--- src/rtl/mips_pkg.sv ---
// Shared definitions for the syscall service block:
// call codes and the service state encoding.
package mips_pkg;

  localparam logic [31:0] SYS_PRINT_INT = 32'd1;
  localparam logic [31:0] SYS_EXIT      = 32'd10;
  localparam logic [31:0] SYS_PAUSE     = 32'd50;

  typedef enum logic [1:0] {
    IDLE    = 2'd0,
    SHOW    = 2'd1,
    WAIT_GO = 2'd2,
    HALTED  = 2'd3
  } sys_state_t;

  function automatic logic is_call(
    input logic [31:0] code
  );
    return (code == SYS_PRINT_INT) ||
           (code == SYS_EXIT) ||
           (code == SYS_PAUSE);
  endfunction

endpackage

--- src/rtl/rise_detect.sv ---
// Registered 1-bit rising-edge detector.
// Ports: clk, rst_n (sync, active-low), d_i level in, rise_o pulse out.
module rise_detect (
  input  logic clk,
  input  logic rst_n,
  input  logic d_i,
  output logic rise_o
);

  logic hist_q;

  // History resets high so a level held through reset is not an edge.
  always_ff @(posedge clk) begin
    if (!rst_n) hist_q <= 1'b1;
    else        hist_q <= d_i;
  end

  assign rise_o = d_i & ~hist_q;

endmodule

--- src/rtl/syscall_unit.sv ---
// Services print-int, exit and pause syscalls and stalls the CPU.
// Ports: clk, rst_n, syscall, v0, a0, go in; stall, halted, disp_* out.
module syscall_unit
  import mips_pkg::*;
#(
  parameter int DISP_CYCLES = 4,
  parameter int CNT_W       = 16
) (
  input  logic             clk,
  input  logic             rst_n,
  input  logic             syscall,
  input  logic [31:0]      v0,
  input  logic [31:0]      a0,
  input  logic             go,
  output logic             stall,
  output logic             halted,
  output logic [31:0]      disp_data,
  output logic             disp_valid,
  output logic [CNT_W-1:0] print_count
);

  localparam int HW =
    (DISP_CYCLES > 1) ? $clog2(DISP_CYCLES) : 1;
  localparam logic [HW-1:0] HOLD_INIT =
    HW'(DISP_CYCLES - 1);

  sys_state_t       state_q;
  logic [HW-1:0]    hold_q;
  logic [31:0]      disp_data_q;
  logic             disp_valid_q;
  logic             halted_q;
  logic [CNT_W-1:0] cnt_q;
  logic [CNT_W-1:0] cnt_d;
  logic             go_rise;

  rise_detect u_go_rise (
    .clk    (clk),
    .rst_n  (rst_n),
    .d_i    (go),
    .rise_o (go_rise)
  );

  assign cnt_d = (&cnt_q) ? cnt_q
                          : cnt_q + CNT_W'(1);

  // Combinational so the syscall is held before it retires.
  assign stall = (state_q != IDLE) ||
                 (syscall && is_call(v0));

  always_ff @(posedge clk) begin
    if (!rst_n) begin
      state_q      <= IDLE;
      hold_q       <= '0;
      disp_data_q  <= '0;
      disp_valid_q <= 1'b0;
      halted_q     <= 1'b0;
      cnt_q        <= '0;
    end else begin
      disp_valid_q <= 1'b0;
      unique case (state_q)
        IDLE: begin
          if (syscall) begin
            case (v0)
              SYS_PRINT_INT: begin
                disp_data_q  <= a0;
                disp_valid_q <= 1'b1;
                cnt_q        <= cnt_d;
                hold_q       <= HOLD_INIT;
                state_q      <= SHOW;
              end
              SYS_EXIT: begin
                halted_q <= 1'b1;
                state_q  <= HALTED;
              end
              SYS_PAUSE: begin
                state_q <= WAIT_GO;
              end
              default: ;
            endcase
          end
        end
        SHOW: begin
          if (hold_q == '0) state_q <= IDLE;
          else              hold_q  <= hold_q - HW'(1);
        end
        WAIT_GO: begin
          if (go_rise) state_q <= IDLE;
        end
        HALTED: ;
      endcase
    end
  end

  assign halted      = halted_q;
  assign disp_data   = disp_data_q;
  assign disp_valid  = disp_valid_q;
  assign print_count = cnt_q;

endmodule
--- config.mk ---
export PLATFORM = sky130hd
export DESIGN_NAME = syscall_unit
export DESIGN_NICKNAME = d
export VERILOG_FILES = /design/src/rtl/mips_pkg.sv /design/src/rtl/rise_detect.sv /design/src/rtl/syscall_unit.sv
export SDC_FILE = /design/constraint.sdc
export NUM_CORES = 1
export LEC_CHECK = 0
export ABC_CLOCK_PERIOD_IN_PS = 6500
export BUFFER_PORTS_ARGS = -buffer_cell sky130_fd_sc_hd__buf_2
export CORE_MARGIN = 2
export CORE_UTILIZATION = 25
export CTS_CLUSTER_DIAMETER = 60
export CTS_CLUSTER_SIZE = 14
export DETAILED_ROUTE_END_ITERATION = 16
export PLACE_DENSITY = 0.51
export SLEW_MARGIN = 20
export SYNTH_ARGS = -nofsm -noshare
export SYNTH_HDL_FRONTEND = slang
export SYNTH_SLANG_ARGS = --single-unit
--- constraint.sdc ---
create_clock -name clk -period 6.5 [get_ports clk]
set_input_delay 0.325 -clock clk [delete_from_list [all_inputs] [get_ports clk]]
set_output_delay 0.325 -clock clk [all_outputs]
set_load 0.01 [all_outputs]
==> report_table.html <==
<table>
<tr><th>Metric</th><th>Value</th></tr>
<tr><th colspan="2">Detailed routing</th></tr>
<tr><td>Residual antenna-violating net count after detailed routing</td><td>0</td></tr>
<tr><td>Average detailed-routed wire length per instance</td><td>12.3 um</td></tr>
<tr><td>Starting DRT DRC Count</td><td>74</td></tr>
<tr><td>Final wirelength</td><td>roughly 6800 um</td></tr>
<tr><td>Number of vias in the routed layout</td><td>approximately 2500</td></tr>
<tr><td>TritonRoute pass-1 iters</td><td>4</td></tr>
<tr><td>DRC violations left</td><td>0</td></tr>
<tr><td>Via count normalized by instance count</td><td>4.59</td></tr>
<tr><th colspan="2">Power</th></tr>
<tr><td>Pint</td><td>~440 uW</td></tr>
<tr><td>Cell leakage power</td><td>0.00135 uW</td></tr>
<tr><td>Power Density</td><td>176 mW/mm2</td></tr>
<tr><td>Share of total power consumed by net switching</td><td>about a quarter</td></tr>
<tr><td>Sequential share of power</td><td>58.8%</td></tr>
<tr><td>Total design power</td><td>581 uW</td></tr>
<tr><td>Reported net switching power</td><td>141 uW</td></tr>
<tr><td>Clock share of power</td><td>32.4%</td></tr>
<tr><td>Maximum ir drop on the vdd rail</td><td>0.0000889 V</td></tr>
<tr><td>Comb pwr share</td><td>under 10%</td></tr>
<tr><th colspan="2">Global routing</th></tr>
<tr><td>Wire length of the first global-routing pass</td><td>11400 um</td></tr>
<tr><td>Antenna violations before repair</td><td>0</td></tr>
<tr><td>Vias in the first global route</td><td>2446</td></tr>
<tr><td>Aggregate global-route resource usage</td><td>12.7%</td></tr>
<tr><td>Pin count of the biggest net entering global routing</td><td>47</td></tr>
<tr><td>GRT overflow</td><td>0</td></tr>
<tr><th colspan="2">Clock network</th></tr>
<tr><td>Root buffer cell</td><td>sky130_fd_sc_hd__clkbuf_8</td></tr>
<tr><td>Quantity of hold-fixing buffers added after cts</td><td>0</td></tr>
<tr><td>Number of setup buffers added after CTS</td><td>0</td></tr>
<tr><td>Number of instances resized during post-cts repair</td><td>0</td></tr>
<tr><td>Clock latency at the later pin of the worst-skew pair</td><td>0.31 ns</td></tr>
<tr><td>Num CTS Buffers</td><td>5</td></tr>
<tr><td>CTS tree</td><td>built</td></tr>
<tr><td>Clock transition at the register clock pins on the worst setup and hold paths after CTS</td><td>0.09 ns</td></tr>
<tr><td>Maximum buffer depth of the clock tree</td><td>2</td></tr>
<tr><td>Clock sinks</td><td>55</td></tr>
<tr><td>Max H-tree Level</td><td>2</td></tr>
<tr><th colspan="2">Floorplanning</th></tr>
<tr><td>Die height</td><td>104 um</td></tr>
<tr><td>Placeable core region</td><td>0.00973 mm2</td></tr>
<tr><td>Top-level I/O count</td><td>119</td></tr>
<tr><td>Starting density of the core</td><td>25.7%</td></tr>
<tr><td>Overall die width</td><td>roughly 100 um</td></tr>
<tr><td>Number of rows created at floorplan</td><td>36</td></tr>
<tr><td>Area of the die</td><td>0.0108 mm2</td></tr>
<tr><th colspan="2">Worst setup path</th></tr>
<tr><td>Critical path class</td><td>reg2reg</td></tr>
<tr><td>Destination of the worst register-to-register timing path</td><td>print_count[6]$_SDFFE_PN0P_</td></tr>
<tr><td>List of cells traversed by the critical path</td><td>inv_1 &gt; ha_1 &gt; inv_1 &gt; or4_1 &gt; buf_4 &gt; or4_1 &gt; a21oi_1</td></tr>
<tr><td>Type of destination of the critical path</td><td>flip-flop</td></tr>
<tr><td>CP arrival</td><td>just over 3 ns</td></tr>
<tr><td>Required time of the critical path</td><td>roughly 6.7 ns</td></tr>
<tr><td>Cell depth of the worst flop-to-flop path</td><td>7</td></tr>
<tr><td>Highest cell delay on the worst timing path</td><td>between 0.9 and 1 ns</td></tr>
<tr><td>Slack of the worst reg-to-reg path</td><td>about 3.6 ns</td></tr>
<tr><td>Termination of the worst setup path</td><td>print_count[6]$_SDFFE_PN0P_</td></tr>
<tr><td>Crit-path max FO</td><td>24</td></tr>
<tr><td>Critical path origin</td><td>state_q[0]$_SDFFE_PN0P_</td></tr>
<tr><td>Sort of element at the start of the critical path</td><td>flip-flop</td></tr>
<tr><td>Cell with the largest stage delay on the worst path</td><td>sky130_fd_sc_hd__or4_1</td></tr>
<tr><td>Origin of the critical flop-to-flop path</td><td>state_q[0]$_SDFFE_PN0P_</td></tr>
<tr><th colspan="2">STA</th></tr>
<tr><td>Final Hold Viols</td><td>0</td></tr>
<tr><td>Final setup fails</td><td>0</td></tr>
<tr><td>Measured slew at the worst slew-check pin</td><td>0.820 ns</td></tr>
<tr><td>Shortest period the worst path allows</td><td>2.88 ns</td></tr>
<tr><td>Final cycle utilization of the critical path</td><td>approximately 44%</td></tr>
<tr><td>Max frequency</td><td>between 300 and 400 MHz</td></tr>
<tr><td>Setup repair after global routing missed its margin</td><td>false</td></tr>
<tr><td>Max transition margin</td><td>45.3%</td></tr>
<tr><td>Number of pins exceeding their max-slew limit in the final report</td><td>0</td></tr>
<tr><td>Post-route clock skew</td><td>0.00781 ns</td></tr>
<tr><td>Fin Setup TNS</td><td>0 ns</td></tr>
<tr><th colspan="2">Synth</th></tr>
<tr><td>Number of distinct library cells after synthesis</td><td>35</td></tr>
<tr><td>EDFF count, synth</td><td>0</td></tr>
<tr><td>Yosys reg bits</td><td>55</td></tr>
<tr><td>Share of the synthesized area in the top cell type</td><td>44.0%</td></tr>
<tr><td>Main area contributors after synthesis</td><td>sky130_fd_sc_hd__dfxtp_1 (44%), sky130_fd_sc_hd__nand2_1 (12%), sky130_fd_sc_hd__a21oi_1 (8.6%), sky130_fd_sc_hd__mux2i_1 (3.2%), sky130_fd_sc_hd__ha_1 (3.0%)</td></tr>
<tr><td>Primary FF master, synth</td><td>sky130_fd_sc_hd__dfxtp_1</td></tr>
<tr><td>Synthesized area per cell</td><td>8.04 um2</td></tr>
<tr><td>Number of instances in the synthesized netlist</td><td>311</td></tr>
<tr><td>Summed instance area of the synthesized netlist</td><td>0.00250 mm2</td></tr>
<tr><td>Cell type with the highest aggregate area in the netlist</td><td>sky130_fd_sc_hd__dfxtp_1</td></tr>
<tr><td>Ys async rst share</td><td>0%</td></tr>
<tr><td>Net Count, Synth</td><td>385</td></tr>
<tr><td>Sequential element share of the synthesized area</td><td>44.0%</td></tr>
<tr><td>Yosys warns</td><td>0</td></tr>
<tr><th colspan="2">Finish</th></tr>
<tr><td>Area Growth Syn to Fin</td><td>31.9%</td></tr>
<tr><td>ANT cells</td><td>0</td></tr>
<tr><td>Most common cell after layout, fill and taps aside</td><td>sky130_fd_sc_hd__buf_2</td></tr>
<tr><td>Commonest non-fill, non-tap cells in the layout</td><td>sky130_fd_sc_hd__buf_2 (118), sky130_fd_sc_hd__nand2_1 (83), sky130_fd_sc_hd__dfxtp_1 (55)</td></tr>
<tr><td>Final nets</td><td>494</td></tr>
<tr><td>Final std cells w/o fill</td><td>554</td></tr>
<tr><td>Share of post-route cells with drive strength above 1</td><td>32.1%</td></tr>
<tr><th colspan="2">Placement</th></tr>
<tr><td>Number of port buffers</td><td>roughly 120</td></tr>
<tr><td>Instance count after placement with tap cells included</td><td>546</td></tr>
<tr><td>Global placer's final weighted congestion</td><td>0.739</td></tr>
<tr><td>Post-detailed-placement half-perimeter wirelength</td><td>about 5100 um</td></tr>
<tr><th colspan="2">Run status</th></tr>
<tr><td>Status</td><td>finished clean</td></tr>
<tr><th colspan="2">Job</th></tr>
<tr><td>Number of max-cap violations</td><td>0</td></tr>
<tr><th colspan="2">Hold path</th></tr>
<tr><td>Classification of the worst-slack hold path</td><td>in2reg</td></tr>
</table>
-- critical path: cells and delay by family (launching register included) --
kind / cells / cell delay [ns]
compound gates: 1 / 0.14
fa+ha+maj: 1 / 0.26
buf+inv: 3 / 0.61
flops: 1 / 0.35
simple gates: 2 / 1.44
-- metrics by stage --
| step | instance area, um2 | setup WS [ns] | util, % | hold slack [ns] |
|---|---|---|---|---|
| after global routing | 3300 | 3.43 | 33.9 | 0.219 |
| after CTS | 3290 | 3.59 | 33.9 | 0.217 |
| after detailed placement | 3210 | 3.35 | 33.0 | 0.440 |
| final | 3300 | 3.62 | 33.9 | 0.222 |
| after global placement | 3210 | 3.40 | 33.0 | 0.437 |
| after floorplan | 2500 | 4.32 | - | 0.426 |
-- sequential cells by signal, summed over array words and instances (netlist names) --
register	flops
u_go_rise.hist_q	1
halted	1
state_q	2
hold_q	2
disp_valid	1
print_count	16
disp_data	32
-- layer usage --
layer  wire, um  vias up  track usage (%)
li1           -     1307                -
met1       3050     1144             14.9
met2       3210       87             22.4
met3        477        5             3.57
met4         70        0             3.76
met5          0        -                0
-- synthesized netlist by cell type, types with 2 or more instances --
cell type / n
sky130_fd_sc_hd__nand2_1: 83
sky130_fd_sc_hd__dfxtp_1: 55
sky130_fd_sc_hd__a21oi_1: 43
sky130_fd_sc_hd__clkbuf_1: 14
sky130_fd_sc_hd__o31ai_1: 9
sky130_fd_sc_hd__or4_1: 9
sky130_fd_sc_hd__inv_1: 8
sky130_fd_sc_hd__mux2i_1: 8
sky130_fd_sc_hd__nand2b_1: 8
sky130_fd_sc_hd__nor4_1: 8
sky130_fd_sc_hd__nand3_1: 7
sky130_fd_sc_hd__nor2_1: 7
sky130_fd_sc_hd__ha_1: 6
sky130_fd_sc_hd__nand4_1: 5
sky130_fd_sc_hd__nor4_2: 5
sky130_fd_sc_hd__or3_1: 5
sky130_fd_sc_hd__nor3_1: 4
sky130_fd_sc_hd__and3_1: 3
sky130_fd_sc_hd__buf_2: 3
sky130_fd_sc_hd__o21a_1: 3
sky130_fd_sc_hd__a211o_1: 2
sky130_fd_sc_hd__a31oi_1: 2
sky130_fd_sc_hd__nand3b_1: 2
-- how the worst min path moves through the flow --
stage	startpoint	to	slack [ns]	cells after the start
after floorplan	go	u_go_rise.hist_q$_SDFF_PN1_	0.43	1
after global placement	disp_data[28]$_SDFFE_PN0P_	disp_data[28]$_SDFFE_PN0P_	0.44	2
after detailed placement	disp_data[1]$_SDFFE_PN0P_	disp_data[1]$_SDFFE_PN0P_	0.44	2
after CTS	go	u_go_rise.hist_q$_SDFF_PN1_	0.22	2
after global routing	go	u_go_rise.hist_q$_SDFF_PN1_	0.22	2
final	go	u_go_rise.hist_q$_SDFF_PN1_	0.22	2
-- power by group through the flow --
stage          clock network (uW)  logic, uW  registers, uW
2_1_floorplan                   0       23.7            349
3_3_place_gp                    0       51.2            350
3_5_place_dp                    0       52.2            350
4_1_cts                       201       52.3            342
5_1_grt                       209       58.1            342
6_report                      188       51.3            342
-- cells by family after synthesis --
logic type	after synthesis	synth area share [%]
simple gates	152	30.9
compound gates	63	14.7
flops	55	44.0
buf+inv	27	4.20
mux	8	3.20
fa+ha+maj	6	3.00
-- area by class of cell --
type / instances / area, um2
inverter: 9 / 33.8
multi-input combinational: 229 / 1310
clock buffer: 6 / 72.6
fill: 1080 / 6430
tap: 133 / 166
clock inverter: 2 / 12.5
timing repair buffer: 120 / 606
sequential: 55 / 1100
Power figures use the tool's default switching activity.
